==> config.mk <==
export PLATFORM = sky130hd
export DESIGN_NAME = cva6_lsu_issue
export DESIGN_NICKNAME = d
export VERILOG_FILES = /design/src/rtl/cva6_lsu_issue.sv
export SDC_FILE = /design/constraint.sdc
export NUM_CORES = 1
export LEC_CHECK = 0
export BUFFER_PORTS_ARGS = -buffer_cell sky130_fd_sc_hd__buf_2
export CAP_MARGIN = 20
export CORE_ASPECT_RATIO = 0.8
export CORE_UTILIZATION = 32
export CTS_CLUSTER_SIZE = 30
export DETAILED_ROUTE_END_ITERATION = 7
export GPL_TIMING_DRIVEN = 0
export PLACE_DENSITY = 0.5
export SYNTH_ARGS = -nofsm -noshare
export SYNTH_HDL_FRONTEND = slang
export SYNTH_SLANG_ARGS = --single-unit
export TNS_END_PERCENT = 100
==> constraint.sdc <==
create_clock -name clk_i -period 3.1 [get_ports clk_i]
set_input_delay 0.62 -clock clk_i [delete_from_list [all_inputs] [get_ports clk_i]]
set_output_delay 0.62 -clock clk_i [all_outputs]
set_load 0.05 [all_outputs]
==> src/rtl/cva6_lsu_issue.sv <==
// rtl/cva6_lsu_issue.sv - in-order LSU issue queue with issue spacing and store commit timing
// Optional per-type issue counters are enabled by defining CVA6_LSU_ISSUE_STATS_EN.
module cva6_lsu_issue #(
  parameter int unsigned DEPTH        = 4,
  parameter int unsigned ISSUE_GAP    = 3,
  parameter int unsigned COMMIT_DELAY = 2
) (
  input  logic        clk_i,
  input  logic        rst_ni,
  input  logic        req_valid_i,
  input  logic [31:0] req_addr_i,
  input  logic        req_is_load_i,
  output logic        req_ready_o,
  input  logic        lsu_ready_i,
  output logic [31:0] instr_o,
  output logic        is_load_o,
  output logic        instr_valid_o,
  output logic        store_commit_o,
  output logic        empty_o
`ifdef CVA6_LSU_ISSUE_STATS_EN
  ,
  output logic [15:0] issued_loads_o,
  output logic [15:0] issued_stores_o
`endif
);

  localparam int unsigned PTR_W = $clog2(DEPTH);
  localparam int unsigned CNT_W = PTR_W + 1;
  localparam logic [CNT_W-1:0] DEPTH_C = CNT_W'(DEPTH);
  localparam logic [2:0]       GAP_C   = 3'(ISSUE_GAP);
  localparam logic [2:0]       CDLY_C  = 3'(COMMIT_DELAY);

  logic [31:0]      addr_mem [DEPTH];
  logic             load_mem [DEPTH];
  logic [PTR_W-1:0] wr_ptr;
  logic [PTR_W-1:0] rd_ptr;
  logic [CNT_W-1:0] count;
  logic [2:0]       gap_cnt;
  logic [2:0]       commit_cnt;
  logic             store_pending;
  logic             push;
  logic             issue;
  logic             head_load;
  logic             fifo_empty;

  // Ready comes only from the registered count: a full queue never accepts, even when popping.
  assign fifo_empty  = (count == '0);
  assign req_ready_o = (count < DEPTH_C);
  assign push        = req_valid_i && req_ready_o;
  assign head_load   = load_mem[rd_ptr];
  assign issue       = !fifo_empty && lsu_ready_i && (gap_cnt == 3'd0) &&
                       !(!head_load && store_pending);
  assign empty_o     = fifo_empty && !store_pending;

  always_ff @(posedge clk_i) begin
    if (push) begin
      addr_mem[wr_ptr] <= req_addr_i;
      load_mem[wr_ptr] <= req_is_load_i;
    end
  end

  always_ff @(posedge clk_i or negedge rst_ni) begin
    if (!rst_ni) begin
      wr_ptr <= '0;
      rd_ptr <= '0;
      count  <= '0;
    end else begin
      if (push) begin
        wr_ptr <= wr_ptr + PTR_W'(1);
      end
      if (issue) begin
        rd_ptr <= rd_ptr + PTR_W'(1);
      end
      case ({push, issue})
        2'b10:   count <= count + CNT_W'(1);
        2'b01:   count <= count - CNT_W'(1);
        default: count <= count;
      endcase
    end
  end

  always_ff @(posedge clk_i or negedge rst_ni) begin
    if (!rst_ni) begin
      instr_valid_o <= 1'b0;
      instr_o       <= 32'd0;
      is_load_o     <= 1'b0;
    end else begin
      instr_valid_o <= issue;
      instr_o       <= issue ? addr_mem[rd_ptr] : 32'd0;
      if (issue) begin
        is_load_o <= head_load;
      end
    end
  end

  always_ff @(posedge clk_i or negedge rst_ni) begin
    if (!rst_ni) begin
      gap_cnt <= 3'd0;
    end else if (issue) begin
      gap_cnt <= GAP_C;
    end else if (gap_cnt != 3'd0) begin
      gap_cnt <= gap_cnt - 3'd1;
    end
  end

  // A store cannot issue while another is pending, so the load and the countdown never collide.
  always_ff @(posedge clk_i or negedge rst_ni) begin
    if (!rst_ni) begin
      store_pending  <= 1'b0;
      commit_cnt     <= 3'd0;
      store_commit_o <= 1'b0;
    end else begin
      store_commit_o <= 1'b0;
      if (issue && !head_load) begin
        store_pending <= 1'b1;
        commit_cnt    <= CDLY_C;
      end else if (store_pending) begin
        if (commit_cnt == 3'd1) begin
          store_commit_o <= 1'b1;
          store_pending  <= 1'b0;
          commit_cnt     <= 3'd0;
        end else begin
          commit_cnt <= commit_cnt - 3'd1;
        end
      end
    end
  end

`ifdef CVA6_LSU_ISSUE_STATS_EN
  always_ff @(posedge clk_i or negedge rst_ni) begin
    if (!rst_ni) begin
      issued_loads_o  <= 16'd0;
      issued_stores_o <= 16'd0;
    end else if (issue) begin
      if (head_load && (issued_loads_o != 16'hFFFF)) begin
        issued_loads_o <= issued_loads_o + 16'd1;
      end
      if (!head_load && (issued_stores_o != 16'hFFFF)) begin
        issued_stores_o <= issued_stores_o + 16'd1;
      end
    end
  end
`endif

endmodule

-- Yosys cells after proc, flatten, opt, wreduce, memory -nomap -nowiden
Memory sizes are Yosys's and may differ from the RTL's.
Cells that the tools add are included.
- bits in registers: 49
- memory bits (writable): 132
- input port bits: 37
- output and inout port bits: 37
- memories: 2
- memory list (memory ; depth ; bits a word ; read ports ; clocked after Yosys merged registers in ; write ports ; line ; source):
    addr_mem ; 4 ; 32 ; 1 ; 0 ; 1 ; 33 ; logic [31:0] addr_mem [DEPTH];
    load_mem ; 4 ; 1 ; 1 ; 0 ; 1 ; 34 ; logic load_mem [DEPTH];
- $add $sub $neg: 6
- magnitude comparators: 1
- equality and inequality tests: 3
- multiplexer cells: 15
- reductions and logical operators: 17
- operator list (kind ; count):
    32-bit two-way mux ; 1
    3-bit two-way mux ; 5
    3-bit by 1-bit subtractor with 3-bit output (second input constant) ; 3
    1-bit two-way mux ; 8
    1-bit logical AND ; 7
    3-bit logical NOT ; 2
    3-bit one-hot mux with 2 select lines ; 1
    2-bit nonzero test ; 3
    2-bit by 1-bit adder with 2-bit output (second input constant) ; 2
    1-bit logical NOT ; 4
    3-bit by 1-bit adder with 3-bit output (second input constant) ; 1
    3-bit by 1-bit equality test with 1-bit output (second input constant) ; 1
    3-bit < comparator (second input constant) ; 1
    3-bit nonzero test ; 1
    2-bit by 1-bit equality test with 1-bit output (second input constant) ; 1
    2-bit equality test (second input constant) ; 1

-- Depth between registers and ports, before layout
- depth after elaboration: 7
- depth in mapped cells: 13

-- Worst setup path before layout
OpenSTA, ideal clock, no wires.
- path kind: reg2out
- start: reg store_pending
- end: out empty_o
- arrival time: 1.988 ns
- path slack: 0.492 ns
- stages on the path, launching flop included: 3
- buffers on the path: 1
- cells stage by stage: dfrtp_1 > clkbuf_1 > nor4_1
- word-level cells in the longest chain between the ends: 2
- RTL lines (item ; line ; source):
    from (decl) ; 40 ; logic store_pending;
    from (signal assigned) ; 109 ; store_pending <= 1'b0;
    from (signal assigned) ; 115 ; store_pending <= 1'b1;
    from (signal assigned) ; 120 ; store_pending <= 1'b0;
    1-bit logical NOT ; 53 ; assign empty_o = fifo_empty && !store_pending;
    1-bit logical AND ; 53 ;
    to (decl) ; 19 ; output logic empty_o
No other way between the ends.

-- Worst setup path in the final report
- start: reg gap_cnt[0]
- end: reg count[2]
- word-level cells in the longest chain between the ends: 5
- elaborated cells between the ends (all ways): 7
- RTL lines (item ; line ; source):
    from (decl) ; 38 ; logic [2:0] gap_cnt;
    from (signal assigned) ; 102 ; gap_cnt <= gap_cnt - 3'd1;
    3-bit logical NOT (*) ; 51 ; assign issue = !fifo_empty && lsu_ready_i && (gap_cnt == 3'd0) &&
    1-bit logical AND (*) (2 in series) ; 51 ;
    named net issue ; 42 ; logic issue;
    2-bit by 1-bit equality test with 1-bit output or 2-bit equality test (tied branches) ; 74 ; case ({push, issue})
    3-bit one-hot mux with 2 select lines or 2-bit nonzero test (tied branches) ; -- ;
    to (signal assigned) ; 75 ; 2'b10: count <= count + CNT_W'(1);
    to (signal assigned) ; 76 ; 2'b01: count <= count - CNT_W'(1);
    to (signal assigned) ; 77 ; default: count <= count;
    to (decl) ; 37 ; logic [CNT_W-1:0] count;
The timed path passes the listed nets; every way through them passes the cells marked *.
A chain may end at the register's enable or synchronous reset.

==> results.sh <==
export IMPL_placed_area_um2=7490
export IMPL_syn_inst=330
export IMPL_core_um2=20100
export IMPL_clockBufferDepth=2
export IMPL_min_delay_path_class="in2async"
export IMPL_p_sw_share_pct=29.3
export IMPL_p_total_mw=7.19
export IMPL_cts_tree="built"
export IMPL_finalMaxSlewViolations=0
export IMPL_p_per_area_nw_per_um2=888
export IMPL_syn_area_um2=6690
export IMPL_synth_common_cells="edfxtp_1, dfrtp_1, mux4_2, nor2b_1, inv_1"
export IMPL_fin_ws_ns=0.322
export IMPL_path_class="reg2reg"
export IMPL_max_freq_mhz=360
export IMPL_synth_net_count=377
export IMPL_synth_flop_cell="edfxtp_1"
export IMPL_yosys_top_cells_area="edfxtp_1, dfrtp_1, mux4_2"
export IMPL_peakVddDrop_mv=0.346
export IMPL_drt_iter0_drc=210
export IMPL_vias=3150
export IMPL_track_usage_pct=13.1
export IMPL_start_kind="flip-flop"
export IMPL_cts_root_buffer="clkbuf_16"
export IMPL_multiInputGateArea_um2=1370
export IMPL_place_ws_ns=0.0433
export IMPL_comb_power_share_pct=26.3
export IMPL_max_cap_violations=0
export IMPL_grt_pass1_vias=3435
export IMPL_setup_violations_final=0
export IMPL_fp_dieW_um=164
export IMPL_dieArea_um2=21500
export IMPL_gp_congestion=0.679
export IMPL_ant_nets=0
export IMPL_reg2reg_slack_ns=0.32
export IMPL_skew_ns=0.00570
export IMPL_routed_wl_um=12700
export IMPL_numPortBuffers=73
export IMPL_hold_slack_ns=0.168
export IMPL_synth_top_area_cell="edfxtp_1"
export IMPL_yosysTopAreaCellShare_pct=59.3
export IMPL_start_util_pct=33.2
export IMPL_cts_num_sinks=181
export IMPL_cp_end_kind="flip-flop"
export IMPL_synthToLayoutAreaGrowth_pct=21.1
export IMPL_leakage_nw=3.08
export IMPL_crit_fanout=10
export IMPL_synth_yosys_seq_area_share_pct=77.6
export IMPL_antenna_found_initial=4
export IMPL_finalHoldViolations=0
export IMPL_final_nets=475
export IMPL_clk_latency_ns=0.42
export IMPL_power_frac_seq_pct=43.7
export IMPL_p_int_mw=5.08
export IMPL_clkPwrFrac_pct=30.0
export IMPL_post_drt_wl_per_cell_um=18.0
export IMPL_final_seq_area_um2=5190
export IMPL_ys_types=31
export IMPL_final_layout_size_suffix_gt1_share_pct=34.7
export IMPL_yosysMostFrequentCell="edfxtp_1"
export IMPL_boundaryPins=74
export IMPL_crit_required_ns=3.44
export IMPL_stdcell_area_um2=8100
export IMPL_h_tree_depth=4
export IMPL_worst_pin_slew_ns=0.792
export IMPL_max_slew_margin_pct=47.2
export IMPL_drt_first_pass_iters=4
export IMPL_grt_pass1_wl_um=19900
export IMPL_grt_setup_unrepaired="no"
export IMPL_post_route_period_util_pct=89.6
export IMPL_nFillCells=1858
export IMPL_ys_seq_elements=181
export IMPL_cts_buffers=17
export IMPL_post_route_drc_count=0
export IMPL_tns_ns=0
export IMPL_hpwlAfterDp_um=8120
export IMPL_die_y_um=131
export IMPL_yosys_warnings=0
export IMPL_ys_async_sr_fraction_pct=27.1
export IMPL_synth_edf_count=132
export IMPL_status="finished, final reports clean"
export IMPL_cts_setup_buffers=0
export IMPL_grt_max_degree=33
export IMPL_syn_area_per_cell_um2=20.3
export IMPL_vias_per_cell=4.45
export IMPL_rows=46
export IMPL_grt_ovfl_total=0
export IMPL_layout_min_cycle_time_ns=2.78
export IMPL_clkSlewWorstSetupHoldPaths_ns=0.06
export IMPL_switchingPower_mw=2.11
export IMPL_arrival_ns=3.12
==> metrics by stage <==
step                      std cells  utilization [%]
after detailed placement        672             37.2
after global routing            705             40.2
after global placement          667             36.6
after CTS                       704             40.1
after floorplan                 330                -
final                           708             40.2
==> critical path, stage by stage (launching register included) <==
cell and delay [ns]:
dfrtp_1 0.38, inv_1 0.07, ha_1 0.14, ha_1 0.28, o311ai_1 0.13, clkbuf_4 0.20
o21bai_4 0.25, buf_6 0.19, inv_1 0.08, ha_1 0.17, inv_1 0.06, fa_1 0.37
xor2_1 0.15, nor2_1 0.11, xnor2_1 0.13
==> path summary, 6_finish.rpt <==
kind	startpoint	endpoint	depth (start not counted)
worst max register to register	gap_cnt[0]	count[2]	14
worst min-delay path	rst_ni	instr_o[5]	1
worst max-delay path	gap_cnt[0]	count[2]	14
min in group clk_i	req_addr_i[6]	addr_mem[3][6]	1
worst min register to register	gap_cnt[2]	gap_cnt[2]	1
max in group asynchronous	rst_ni	instr_o[30]	2
==> power groups by stage <==
stage                     clock network, mW  registers, mW  logic [mW]
after floorplan                           0           3.41        1.16
after global placement                    0           3.20        1.84
after detailed placement                  0           3.20        1.93
after CTS                              2.21           3.15        1.94
after global routing                   2.30           3.18        2.09
final                                  2.15           3.14        1.89
==> layout by cell type (no fill, tap or decap), types with 2 or more instances in the layout <==
| cell type | n |
|---|---|
| clkbuf_16 | 17 |
| xor2_1 | 3 |
| xnor2_1 | 3 |
| clkinvlp_4 | 4 |
| and2b_1 | 2 |
| mux4_2 | 33 |
| clkinv_2 | 3 |
| bufinv_16 | 3 |
| dfrtp_1 | 49 |
| mux2i_1 | 2 |
| buf_6 | 2 |
| and2_2 | 4 |
| ha_1 | 9 |
| inv_1 | 17 |
| buf_12 | 5 |
| nand2_1 | 5 |
| clkbuf_1 | 7 |
| buf_2 | 78 |
| o21ai_0 | 9 |
| nor2b_1 | 33 |
| nor2_1 | 3 |
| edfxtp_1 | 132 |
| diode_2 | 3 |
==> layout make-up <==
type / instances / share of cell area (%)
flip-flops and latches: 181 / 64.1
clock inverters: 13 / 1.93
plain buffers: 13 / 0.865
repair buffers: 79 / 5.84
multi-input cells: 119 / 17.0
clock buffers: 19 / 5.35
diodes: 3 / 0.0927
inverters: 17 / 0.788
well taps: 264 / 4.08
==> kinds of logic after synthesis <==
family | count (synthesis) | synth area share [%]
fa+ha+maj | 10 | 1.98
xor+xnor | 6 | 0.786
flops | 181 | 77.6
simple gates | 50 | 4.42
buf+inv | 30 | 2.00
compound gates | 18 | 1.76
mux | 35 | 11.4
==> state kept, by name, summed over array words and instances, names as in the netlist <==
register        count
count               3
is_load_o           1
store_pending       1
gap_cnt             3
addr_mem          128
rd_ptr              2
wr_ptr              2
load_mem            4
store_commit_o      1
instr_valid_o       1
commit_cnt          3
instr_o            32
==> per-layer routing <==
metal	vias up	track usage, %	share of wire [%]	routed length [um]
met5	-	0	0.078	10
met2	72	19.7	47	6010
met3	15	4.48	5.9	758
met4	2	4.48	0.93	119
met1	1614	17.5	46	5850
li1	1447	-	-	-
==> repair_timing <==
| action | in CTS | in global routing |
|---|---|---|
| hold buffers | 0 | 0 |
| gates resized for setup | 0 | 1 |
| setup endpoints to repair | 0 | 1 |
Note: power is estimated with default switching activity, not from simulation.
